$ cat config.mk
export PLATFORM = sky130hd
export DESIGN_NAME = ula_carregador_operandos
export DESIGN_NICKNAME = d
export VERILOG_FILES = /design/src/rtl/ula_pkg.sv /design/src/rtl/ula_condiciona_botao.sv /design/src/rtl/ula_carregador_operandos.sv
export SDC_FILE = /design/constraint.sdc
export NUM_CORES = 1
export LEC_CHECK = 0
export ABC_AREA = 1
export BUFFER_PORTS_ARGS = -buffer_cell sky130_fd_sc_hd__buf_2
export CAP_MARGIN = 20
export CORE_AREA = 4 4 75 77
export CTS_CLUSTER_DIAMETER = 150
export CTS_CLUSTER_SIZE = 8
export DETAILED_ROUTE_END_ITERATION = 8
export DIE_AREA = 0 0 79 81
export GPL_ROUTABILITY_DRIVEN = 0
export PLACE_DENSITY = 0.58
export SLEW_MARGIN = 20
export SYNTH_ARGS = -nofsm -noshare
export SYNTH_HDL_FRONTEND = slang
export SYNTH_SLANG_ARGS = --single-unit
$ cat constraint.sdc
create_clock -name clk -period 2.3 [get_ports clk]
set_input_delay 0.46 -clock clk [delete_from_list [all_inputs] [get_ports clk]]
set_output_delay 0.46 -clock clk [all_outputs]
set_load 0.005 [all_outputs]
$ cat src/rtl/ula_pkg.sv
// Shared widths and FSM state encoding for the ULA operand loader.
// The state encoding is visible on the estado LEDs, so it is fixed explicitly.
package ula_pkg;
    localparam int LARGURA     = 6;
    localparam int LARGURA_SEL = 4;

    typedef enum logic [1:0] {
        ESPERA_A   = 2'b00,
        ESPERA_B   = 2'b01,
        ESPERA_SEL = 2'b10,
        VALIDO     = 2'b11
    } estado_t;
endpackage

$ cat src/rtl/ula_condiciona_botao.sv
// Push-button conditioner: 2-FF synchronizer, counting debounce, and a
// one-cycle pulse on each accepted rising level.
module ula_condiciona_botao #(
    parameter int CICLOS_DEBOUNCE = 4
) (
    input  logic clk,
    input  logic rst_n,
    input  logic botao,
    output logic pulso
);
    localparam int CW = $clog2(CICLOS_DEBOUNCE + 1);

    logic          sinc1_reg;
    logic          sinc2_reg;
    logic          nivel_reg;
    logic [CW-1:0] cont_reg;

    // The pulse is raised in the same cycle the debounced level flips to 1,
    // giving 2 sync cycles plus CICLOS_DEBOUNCE debounce cycles of latency.
    always_ff @(posedge clk or negedge rst_n) begin
        if (!rst_n) begin
            sinc1_reg <= 1'b0;
            sinc2_reg <= 1'b0;
            nivel_reg <= 1'b0;
            cont_reg  <= '0;
            pulso     <= 1'b0;
        end else begin
            sinc1_reg <= botao;
            sinc2_reg <= sinc1_reg;
            pulso     <= 1'b0;
            if (sinc2_reg != nivel_reg) begin
                if (cont_reg == CW'(CICLOS_DEBOUNCE - 1)) begin
                    nivel_reg <= sinc2_reg;
                    cont_reg  <= '0;
                    pulso     <= sinc2_reg;
                end else begin
                    cont_reg <= cont_reg + 1'b1;
                end
            end else begin
                cont_reg <= '0;
            end
        end
    end
endmodule

$ cat src/rtl/ula_carregador_operandos.sv
// Operand loader for the 6-bit ULA: captures A, B and sel from the shared
// switch bus, one confirm press each, and holds them with a valid/ready pair.
module ula_carregador_operandos
    import ula_pkg::*;
#(
    parameter int CICLOS_DEBOUNCE = 4
) (
    input  logic                   clk,
    input  logic                   rst_n,
    input  logic [LARGURA-1:0]     dado_in,
    input  logic                   btn_confirma,
    input  logic                   btn_cancela,
    input  logic                   ula_pronta,
    output logic [LARGURA-1:0]     A,
    output logic [LARGURA-1:0]     B,
    output logic [LARGURA_SEL-1:0] sel,
    output logic                   operandos_validos,
    output logic [1:0]             estado
);
    // Index 0 is confirma, index 1 is cancela.
    logic [1:0] botoes;
    logic [1:0] pulsos;
    estado_t    estado_reg;

    assign botoes = {btn_cancela, btn_confirma};
    assign estado = estado_reg;

    generate
        for (genvar gi = 0; gi < 2; gi++) begin : g_botao
            ula_condiciona_botao #(
                .CICLOS_DEBOUNCE(CICLOS_DEBOUNCE)
            ) u_cond (
                .clk   (clk),
                .rst_n (rst_n),
                .botao (botoes[gi]),
                .pulso (pulsos[gi])
            );
        end
    endgenerate

    // Cancel is checked first so it overrides confirm and ula_pronta.
    always_ff @(posedge clk or negedge rst_n) begin
        if (!rst_n) begin
            estado_reg        <= ESPERA_A;
            A                 <= '0;
            B                 <= '0;
            sel               <= '0;
            operandos_validos <= 1'b0;
        end else if (pulsos[1]) begin
            estado_reg        <= ESPERA_A;
            A                 <= '0;
            B                 <= '0;
            sel               <= '0;
            operandos_validos <= 1'b0;
        end else begin
            case (estado_reg)
                ESPERA_A: begin
                    if (pulsos[0]) begin
                        A          <= dado_in;
                        estado_reg <= ESPERA_B;
                    end
                end
                ESPERA_B: begin
                    if (pulsos[0]) begin
                        B          <= dado_in;
                        estado_reg <= ESPERA_SEL;
                    end
                end
                ESPERA_SEL: begin
                    if (pulsos[0]) begin
                        sel               <= dado_in[LARGURA_SEL-1:0];
                        estado_reg        <= VALIDO;
                        operandos_validos <= 1'b1;
                    end
                end
                VALIDO: begin
                    // Operands stay put after hand-off; only the flag drops.
                    if (ula_pronta) begin
                        estado_reg        <= ESPERA_A;
                        operandos_validos <= 1'b0;
                    end
                end
                default: begin
                    estado_reg        <= ESPERA_A;
                    operandos_validos <= 1'b0;
                end
            endcase
        end
    end
endmodule

# Word-level counts from Yosys, hierarchy flattened

Index checks and enable logic that the tools add are counted.
W data, S select, Z words.

Flip-flop bits (word level): 33
Memories: 0
Memory bits (read-only): 0
Bits in writable memories: 0
Input bits: 11
Output and inout port bits: 19
Bits in latches: 0

Reductions and logical operators: 13
Add/sub/neg operators: 2
Shift operators: 0
Equal/unequal tests: 11
Bitwise logic cells: 0
Order comparisons: 0
Multipliers: 0
Div/mod/pow operators: 0
Mux-type cells: 26

Operators with widths:

| cell                  | count |
|---|---|
| $mux W6               | 5 |
| $mux W3               | 4 |
| $mux W4               | 3 |
| $mux W2               | 5 |
| $reduce_and A2 Y1     | 5 |
| $ne A3 B1 Y1 const B  | 3 |
| $pmux W2 S4           | 1 |
| $reduce_bool A2 Y1    | 4 |
| $mux W1               | 7 |
| $add A3 B1 Y3 const B | 2 |
| $eq A3 B2 Y1 const B  | 2 |
| $eq A2 B2 Y1 const B  | 2 |
| $reduce_and A4 Y1     | 1 |
| $ne A3 B2 Y1 const B  | 1 |
| $reduce_and A3 Y1     | 1 |
| $reduce_bool A3 Y1    | 1 |
| $eq A2 B1 Y1 const B  | 1 |
| $logic_not A2 Y1      | 1 |
| $ne A1 B1 Y1          | 2 |
| $pmux W1 S2           | 1 |

# Logic depth before layout (Yosys ltp)

Gate-level depths: netlist of run 1.

Word-level depth: 3
Mapped depth: 8
Gate-level depth less buffers: 8

# Modules after synthesis

A second synthesis of run 1 with hierarchy kept.

Cell total of the unflattened synthesis: 176
Area, all modules: 1463.9 um^2

Modules (own cells, without submodules):

| module                   | times used | cells each | seq. area each (um^2) | area each (um^2) |
|---|---|---|---|---|
| ula_carregador_operandos | 1          | 122        | 475.5                 | 933.4 |
| ula_condiciona_botao     | 2          | 27         | 175.2                 | 265.3 |

# Worst setup path before layout of run 1

Ideal clock, no wire load.

Path type: register to register
From: register estado_reg[0], in the netlist estado[0]
To: register estado_reg[0], in the netlist estado[0]
Cell stages (with the launch flop): 9
Slack: 1141 ps
Data required time: 2183 ps
Data arrival time: 1042 ps
Path buffers: 0
Cell sequence: dfrtp_1 inv_1 ha_1 inv_1 nand2_1 nand2_1 nand3_2 nand2_1 nand2_1

Word-level cells in the longest chain between the ends: 3

Ends and longest elaborated chain:

| element                                                       | line                           | RTL |
|---|---|---|
| from (decl)                                                   | ula_carregador_operandos.sv:23 | `estado_t estado_reg;` |
| from (signal assigned)                                        | ula_carregador_operandos.sv:44 | `estado_reg <= ESPERA_A;` |
| from (signal assigned)                                        | ula_carregador_operandos.sv:50 | `estado_reg <= ESPERA_A;` |
| from (signal assigned)                                        | ula_carregador_operandos.sv:60 | `estado_reg <= ESPERA_B;` |
| $eq A2 B1 Y1 (tied with other cells)                          | ula_carregador_operandos.sv:56 | `case (estado_reg)` |
| $ne A3 B1 Y1 (no source line) (tied with other cells)         | n/a                            |  |
| $reduce_and A4 Y1 (no source line) or $mux W2 (tied branches) | n/a                            |  |

Several ways; a longest one is shown, not always the timed one.
A chain may end at the register's enable or synchronous reset.

# Worst setup path in the final report of run 1

From: register estado_reg[0], in the netlist estado[0]
To: output port estado[0]

RTL lines:

| element   | line                           | RTL |
|---|---|---|
| to (decl) | ula_carregador_operandos.sv:18 | `output logic [1:0] estado` |

No word-level cell between the ends.

==> impl_metrics.yaml, run 1 <==
status:
  status: "complete, no violations"
critical_path:
  ff2ff_setup_slack_ps: 970
  worst-path-stages: 1
  cp_buf_inv_count: 1
  critPathMaxFanout: 6
  slowest_library_cell_on_the_worst_path: "dfrtp_1"
  crit_path_max_incr_delay_ps: 440
  r2r_end: "sel[2]$_DFFE_PN0P_"
  critical_path.endpoint_type: "primary output"
  cells_along_the_critical_path: "buf_2"
  critPathTopFamily: "flip-flops"
  timing.critical_path.required_ps: 1840
  arrival_time_at_the_worst_endpoint_ps: 880
  rr_startpoint: "estado[0]$_DFFE_PN0P_"
  r2r.worst_path.cells: 6
  timing.critical_path.from_type: "register"
  timing_worst_setup_path_type: "reg -> out"
die:
  die_width_um: 79
  die_area_um2: 6400
  placement_rows: 26
  design.core.area_um2: 5010
  die_h_um: 81
  start_util_pct: 29.1
  ios: 30
layout:
  drive_gt1_share_pct: 20.2
  finish.instance_area_um2: 1750
  insertedDiodeCount: 0
  nNetsFinal: 215
  finalCoreUtilization_pct: 34.9
  syn2layout_area_growth_pct: 20.0
clock_tree:
  clk_transition_reported_paths_ps: 70
  cts.path.max_buffers: 2
  clock_sink_count: 33
  cts_root_buffer: "clkbuf_8"
  cts-buffers-inserted: 5
  number_of_buffers_inserted_for_hold_repair_after_clock_tree_synthesis: 0
  insertion_delay_ps: 280
  cts_tree: "done"
  post-cts-setup-buffer-count: 0
  postcts_resize_cnt: 0
  h-tree-depth: 2
global_route:
  global_route_wire_length_before_repair_mm: 4.87
  number_of_antenna_violations_at_the_first_check_in_global_routing: 0
  track_usage_pct: 9.81
  global_route.overflow_total: 0
  grt_max_degree: 34
  first_global_vias: 1039
route:
  routed-via-count: 1121
  vias_per_cell: 4.18
  firstDrtPassIters: 4
  wl_per_cell_um: 10.7
  detail-route-antenna-nets: 0
  drcViolationCount: 0
  wl_mm: 2.87
  drt-initial-drc-count: 74
sta:
  report.final.slew_viol_count: 0
  timing.slew.headroom_pct: 51.2
  timing.final.crit_share_pct: 58.4
  report.final.setup_viol: 0
  max_slew.worst_pin.slew_ps: 732
  rsz0062_at_grt: "false"
  maxClockFrequency_mhz: 744
  setup-tns-final_ps: 0
  finalClockSkew_ps: 4.79
  final_hold_vios: 0
  timing.final.crit_period_ps: 1340
place:
  numPortBuffers: 29
  dp_hpwl_mm: 2.08
  placedInstanceArea_um2: 1660
yosys:
  synth.top_cells.by_count: "nand2_1, dfrtp_1, inv_1"
  number_of_nets_produced_by_synthesis: 182
  fraction_of_post_synthesis_cell_area_in_the_top_cell_type_by_area_pct: 56.6
  synth_seq_cells: 33
  asyncSetResetFlopFracSynth_pct: 100
  synth.area.top_cells: "dfrtp_1, nand2_1, nand3_1, inv_1, ha_1"
  synth_area_per_cell_um2: 8.84
  synthesis.instances: 165
  dominantRegCellSynth: "dfrtp_1"
  synth_most_common_cell: "nand2_1"
  synthesis.yosys.warnings: 0
  netlist.top_cell.by_area: "dfrtp_1"
  number_of_enable_type_register_cells_in_the_synthesized_netlist: 0
  syn_area_um2: 1460
  yosys.cell_types.count: 16
  synth_sequential_area_ratio_pct: 56.6
run:
  maxCapViolCount: 0
power:
  leakage_nw: 0.980
  power-per-cell-area_nw_per_um2: 1190
  vdd.ir_drop.worst_mv: 0.490
hold_path:
  type_of_the_tightest_min_delay_check: "in -> async"
-- through the flow --
stage	hold WS [ps]	instances	setup slack (ps)	power, mW
after global placement	331	261	1040	1.65
after detailed placement	337	261	1010	1.67
after CTS	265	268	944	2.12
final	236	268	957	2.07
after global routing	274	268	852	2.27
after floorplan	164	165	1140	1.38
-- how the worst max path moves through the flow --
stage	slack (ps)	to	start
global route	850	sel[2]$_DFFE_PN0P_	estado[0]$_DFFE_PN0P_
global placement	1040	sel[3]$_DFFE_PN0P_	estado[0]$_DFFE_PN0P_
detailed placement	1010	sel[0]$_DFFE_PN0P_	estado[0]$_DFFE_PN0P_
finish	960	estado[0]	estado[0]$_DFFE_PN0P_
floorplan	1140	estado[0]$_DFFE_PN0P_	estado[0]$_DFFE_PN0P_
CTS	940	estado[0]	estado[0]$_DFFE_PN0P_
-- cell usage in the layout (no fill, tap or decap) --
cell and count:
clkbuf_1 1, nand3_2 1, nand2_2 2, nor3_1 3, dfrtp_1 33, xnor2_1 2, nand3_1 19, buf_2 29
inv_4 1, nand3_4 1, nand2_1 55, nor2_1 16, nand4_1 1, clkbuf_8 6, o21ai_0 1, inv_1 21
ha_1 6
-- layer usage --
layer  vias up  track usage [%]  wire (um)
li1        573                -          -
met1       511             13.7       1450
met2        33             13.4       1190
met3         4             4.55        211
met4         0             3.09         27
met5         -                0          0
-- logic make-up (layout without fill, tap and decap cells) --
kind of cell    after synthesis  count (layout)  share of synthesized area, %
flops                        33              33                          56.6
compound gates                1               1                         0.343
fa+ha+maj                     6               6                          5.15
xor+xnor                      2               2                          1.20
buf+inv                      25              58                          7.72
simple gates                 98              98                          29.0
-- cell type report --
class	count	area [um^2]
inverter	22	85.1
tap	70	87.6
multi-input combinational	107	520
sequential	33	826
timing repair buffer	29	145
clock buffer	7	86.3
fill	536	3260
-- where the power goes --
part	internal, mW	switching, mW	leakage [nW]	total, mW
combinational	0.333	0.379	0.527	0.712
sequential	0.795	0.137	0.409	0.931
clock	0.237	0.194	0.0443	0.431
-- worst reg2reg max path: stages (launching register included) --
cell and delay, ps:
dfrtp_1 440, inv_1 90, ha_1 280, nand2_1 180, inv_1 110, nand2_1 90
nand2_1 50
Note: power is estimated with default switching activity, not from simulation.
==> run 2: changes to the inputs <==
--- a/config.mk
+++ b/config.mk
@@ -5,16 +5,16 @@
 export SDC_FILE = /design/constraint.sdc
 export NUM_CORES = 1
 export LEC_CHECK = 0
-export ABC_AREA = 1
+export ABC_AREA = 0
 export BUFFER_PORTS_ARGS = -buffer_cell sky130_fd_sc_hd__buf_2
 export CAP_MARGIN = 20
-export CORE_AREA = 4 4 75 77
+export CORE_AREA = 4 4 73 75
 export CTS_CLUSTER_DIAMETER = 150
 export CTS_CLUSTER_SIZE = 8
 export DETAILED_ROUTE_END_ITERATION = 8
-export DIE_AREA = 0 0 79 81
+export DIE_AREA = 0 0 77 79
 export GPL_ROUTABILITY_DRIVEN = 0
-export PLACE_DENSITY = 0.58
+export PLACE_DENSITY = 0.6
 export SLEW_MARGIN = 20
 export SYNTH_ARGS = -nofsm -noshare
 export SYNTH_HDL_FRONTEND = slang
==> constraint.sdc (replaced) <==
create_clock -name clk -period 1.08 [get_ports clk]
set_input_delay 0.216 -clock clk [delete_from_list [all_inputs] [get_ports clk]]
set_output_delay 0.216 -clock clk [all_outputs]
set_load 0.005 [all_outputs]
==> run 2 against run 1 <==
Compared with the run above: the flow now finishes with violations (negative setup slack); power rose to 2.6 times the previous value; routed wire length grew 5.0%; cell count is 12% lower; via count decreased by 3.4%; worst setup slack got worse by 1300 ps; first-iteration DRC count fell by 22%; largest power group is now combinational cells; highest routed layer unchanged.
==> impl_metrics.yaml, run 2 <==
status:
  status: "finished with violations"
  violations: "negative setup slack"
place:
  detailedPlace.worstSlack_ps: -347
  numPortBuffers: 29
  dp.cells: 221
  dp_hpwl_mm: 2.08
clock_tree:
  cts_tree: "done"
  clock_sink_count: 33
  cts_root_buffer: "clkbuf_8"
  cts-buffers-inserted: 5
  cts.path.max_buffers: 2
  clk_transition_reported_paths_ps: 70
  h-tree-depth: 2
  insertion_delay_ps: 290
critical_path:
  timing.critical_path.required_ps: 1260
  timing_worst_setup_path_type: "reg -> reg"
  rr_startpoint: "estado[0]$_DFFE_PN0P_"
  arrival_time_at_the_worst_endpoint_ps: 1590
  r2r.worst_path.cells: 5
  ff2ff_setup_slack_ps: -330
  timing.critical_path.from_type: "register"
  critical_path.endpoint_type: "register"
  cells_along_the_critical_path: "inv_2 -> ha_4 -> nor3_4 -> a2bb2oi_2 -> mux2_4"
  crit_path_max_incr_delay_ps: 390
  cp_buf_inv_count: 1
  critPathMaxFanout: 3
  r2r_end: "estado[0]$_DFFE_PN0P_"
  critPathTopFamily: "flip-flops"
  slowest_library_cell_on_the_worst_path: "dfrtp_1"
sta:
  maxClockFrequency_mhz: 708
  max_slew.worst_pin.slew_ps: 387
  timing.final.crit_share_pct: 131
  final_hold_vios: 0
  timing.final.crit_period_ps: 1410
  timing.slew.headroom_pct: 74.0
  report.final.setup_viol: 23
  report.final.slew_viol_count: 0
  worst_slack_ps: -333
  rsz0062_at_grt: "true"
  fin_worst_hold_slack_ps: 38.9
  finalClockSkew_ps: 9.85
die:
  die_h_um: 79
  die_width_um: 77
  die_area_um2: 6080
  placement_rows: 25
  start_util_pct: 29.7
  design.core.area_um2: 4660
  ios: 30
route:
  drcViolationCount: 0
  drt-initial-drc-count: 58
  routed-via-count: 1083
  detail-route-antenna-nets: 0
  wl_per_cell_um: 12.8
  wl_mm: 3.02
  vias_per_cell: 4.61
  firstDrtPassIters: 4
layout:
  finalCoreUtilization_pct: 44.1
  nNetsFinal: 197
  num-fill-cells: 450
  layout_commonest_cell: "dfrtp_1"
  mostFrequentLayoutCells: "dfrtp_1, buf_2, buf_4"
  drive_gt1_share_pct: 54.1
  syn2layout_area_growth_pct: 48.3
  insertedDiodeCount: 0
  final_instance_count_excl_fillers: 235
power:
  power-per-cell-area_nw_per_um2: 2630
  leakage_nw: 0.987
  vdd.ir_drop.worst_mv: 1.06
  power_mw: 5.41
global_route:
  first_global_vias: 1033
  number_of_antenna_violations_at_the_first_check_in_global_routing: 0
  global_route_wire_length_before_repair_mm: 4.95
  grt_max_degree: 34
  global_route.overflow_total: 0
  track_usage_pct: 10.5
yosys:
  number_of_nets_produced_by_synthesis: 144
  dominantRegCellSynth: "dfrtp_1"
  synth.area.top_cells: "dfrtp_1, a21oi_1, nand3_1, nand2_1, ha_1"
  number_of_enable_type_register_cells_in_the_synthesized_netlist: 0
  synth_seq_cells: 33
  yosys.cell_types.count: 23
  fraction_of_post_synthesis_cell_area_in_the_top_cell_type_by_area_pct: 59.6
  netlist.top_cell.by_area: "dfrtp_1"
  synthesis.yosys.warnings: 0
  synth.top_cells.by_count: "dfrtp_1, nand2_1, a21oi_1"
  syn_area_um2: 1390
  synth_sequential_area_ratio_pct: 59.6
  synthesis.instances: 127
  synth_most_common_cell: "dfrtp_1"
  asyncSetResetFlopFracSynth_pct: 100
  synth_area_per_cell_um2: 10.9
run:
  maxCapViolCount: 0
hold_path:
  type_of_the_tightest_min_delay_check: "in -> reg"
  hold_end: "g_botao[0].u_cond.sinc1_reg$_DFF_PN0_"
  hold_start: "btn_confirma"
  holdPathStages: 1
## run 2: cell count changes after synthesis, sizes merged, moves of 3 or more
cell	previous run	this run
nor3b	0	3
nor2	16	2
nand3	21	16
nor2b	0	5
mux2	0	3
buf	3	6
a21oi	0	17
nand2	57	21
inv	22	3
## run 2: routing by layer
layer	GRT usage [%]	part of all wire [%]	wire, um	vias up
met1	13.9	47	1400	507
met2	15.6	45	1370	35
li1	-	-	-	538
met5	0	0	0	-
met3	5.22	7.5	226	3
met4	2.14	0.70	21	0
## run 2: through the flow
step / area (um^2) / setup TNS (ps)
floorplan: 1450 / -1740
global placement: 1770 / -2760
detailed placement: 1770 / -2990
CTS: 2030 / -3010
global route: 2060 / -4390
finish: 2060 / -2620
## run 2: logic make-up after synthesis
| group | share of synthesized area [%] |
|---|---|
| muxes | 3.16 |
| and+or+nand+nor | 19.5 |
| xor gates and xnor gates | 1.26 |
| AOI/OAI and AO/OA | 7.58 |
| adders and majority gates | 5.42 |
| buffers and inverters | 3.52 |
| DFF | 59.6 |
## run 2: where the power goes
part / total, mW / switching [mW] / leakage, nW / internal, mW
clock: 1.02 / 0.445 / 0.0542 / 0.576
combinational: 2.41 / 1.06 / 0.521 / 1.35
sequential: 1.98 / 0.282 / 0.411 / 1.70
## run 2: layout make-up
type	instances	area, um^2	area share, %
multi-input combinational	85	689	33.5
inverter	3	11.3	0.548
clock inverter	1	5.00	0.243
tap	54	67.6	3.29
sequential	33	826	40.2
timing repair buffer	52	360	17.5
clock buffer	7	96.3	4.69
## run 2: worst max path at each step
stage                                startpoint                    end  slack [ps]  depth (start not counted)
after floorplan           estado[0]$_DFFE_PN0P_  estado[0]$_DFFE_PN0P_        -470                          6
after global placement    estado[0]$_DFFE_PN0P_  estado[0]$_DFFE_PN0P_        -340                          5
after detailed placement  estado[0]$_DFFE_PN0P_  estado[0]$_DFFE_PN0P_        -350                          5
after CTS                 estado[0]$_DFFE_PN0P_  estado[0]$_DFFE_PN0P_        -330                          5
after global routing      estado[1]$_DFFE_PN0P_  estado[0]$_DFFE_PN0P_        -410                          5
final                     estado[0]$_DFFE_PN0P_  estado[0]$_DFFE_PN0P_        -330                          5
## run 2: timing repair
| item | in CTS | in global routing |
|---|---|---|
| resized for setup | 32 | 5 |
| endpoints found under the hold margin | 33 | 0 |
| setup buffers | 4 | 3 |
| pin swaps | 17 | 6 |
| hold buffers | 1 | 0 |
| setup endpoints to repair | 25 | 29 |
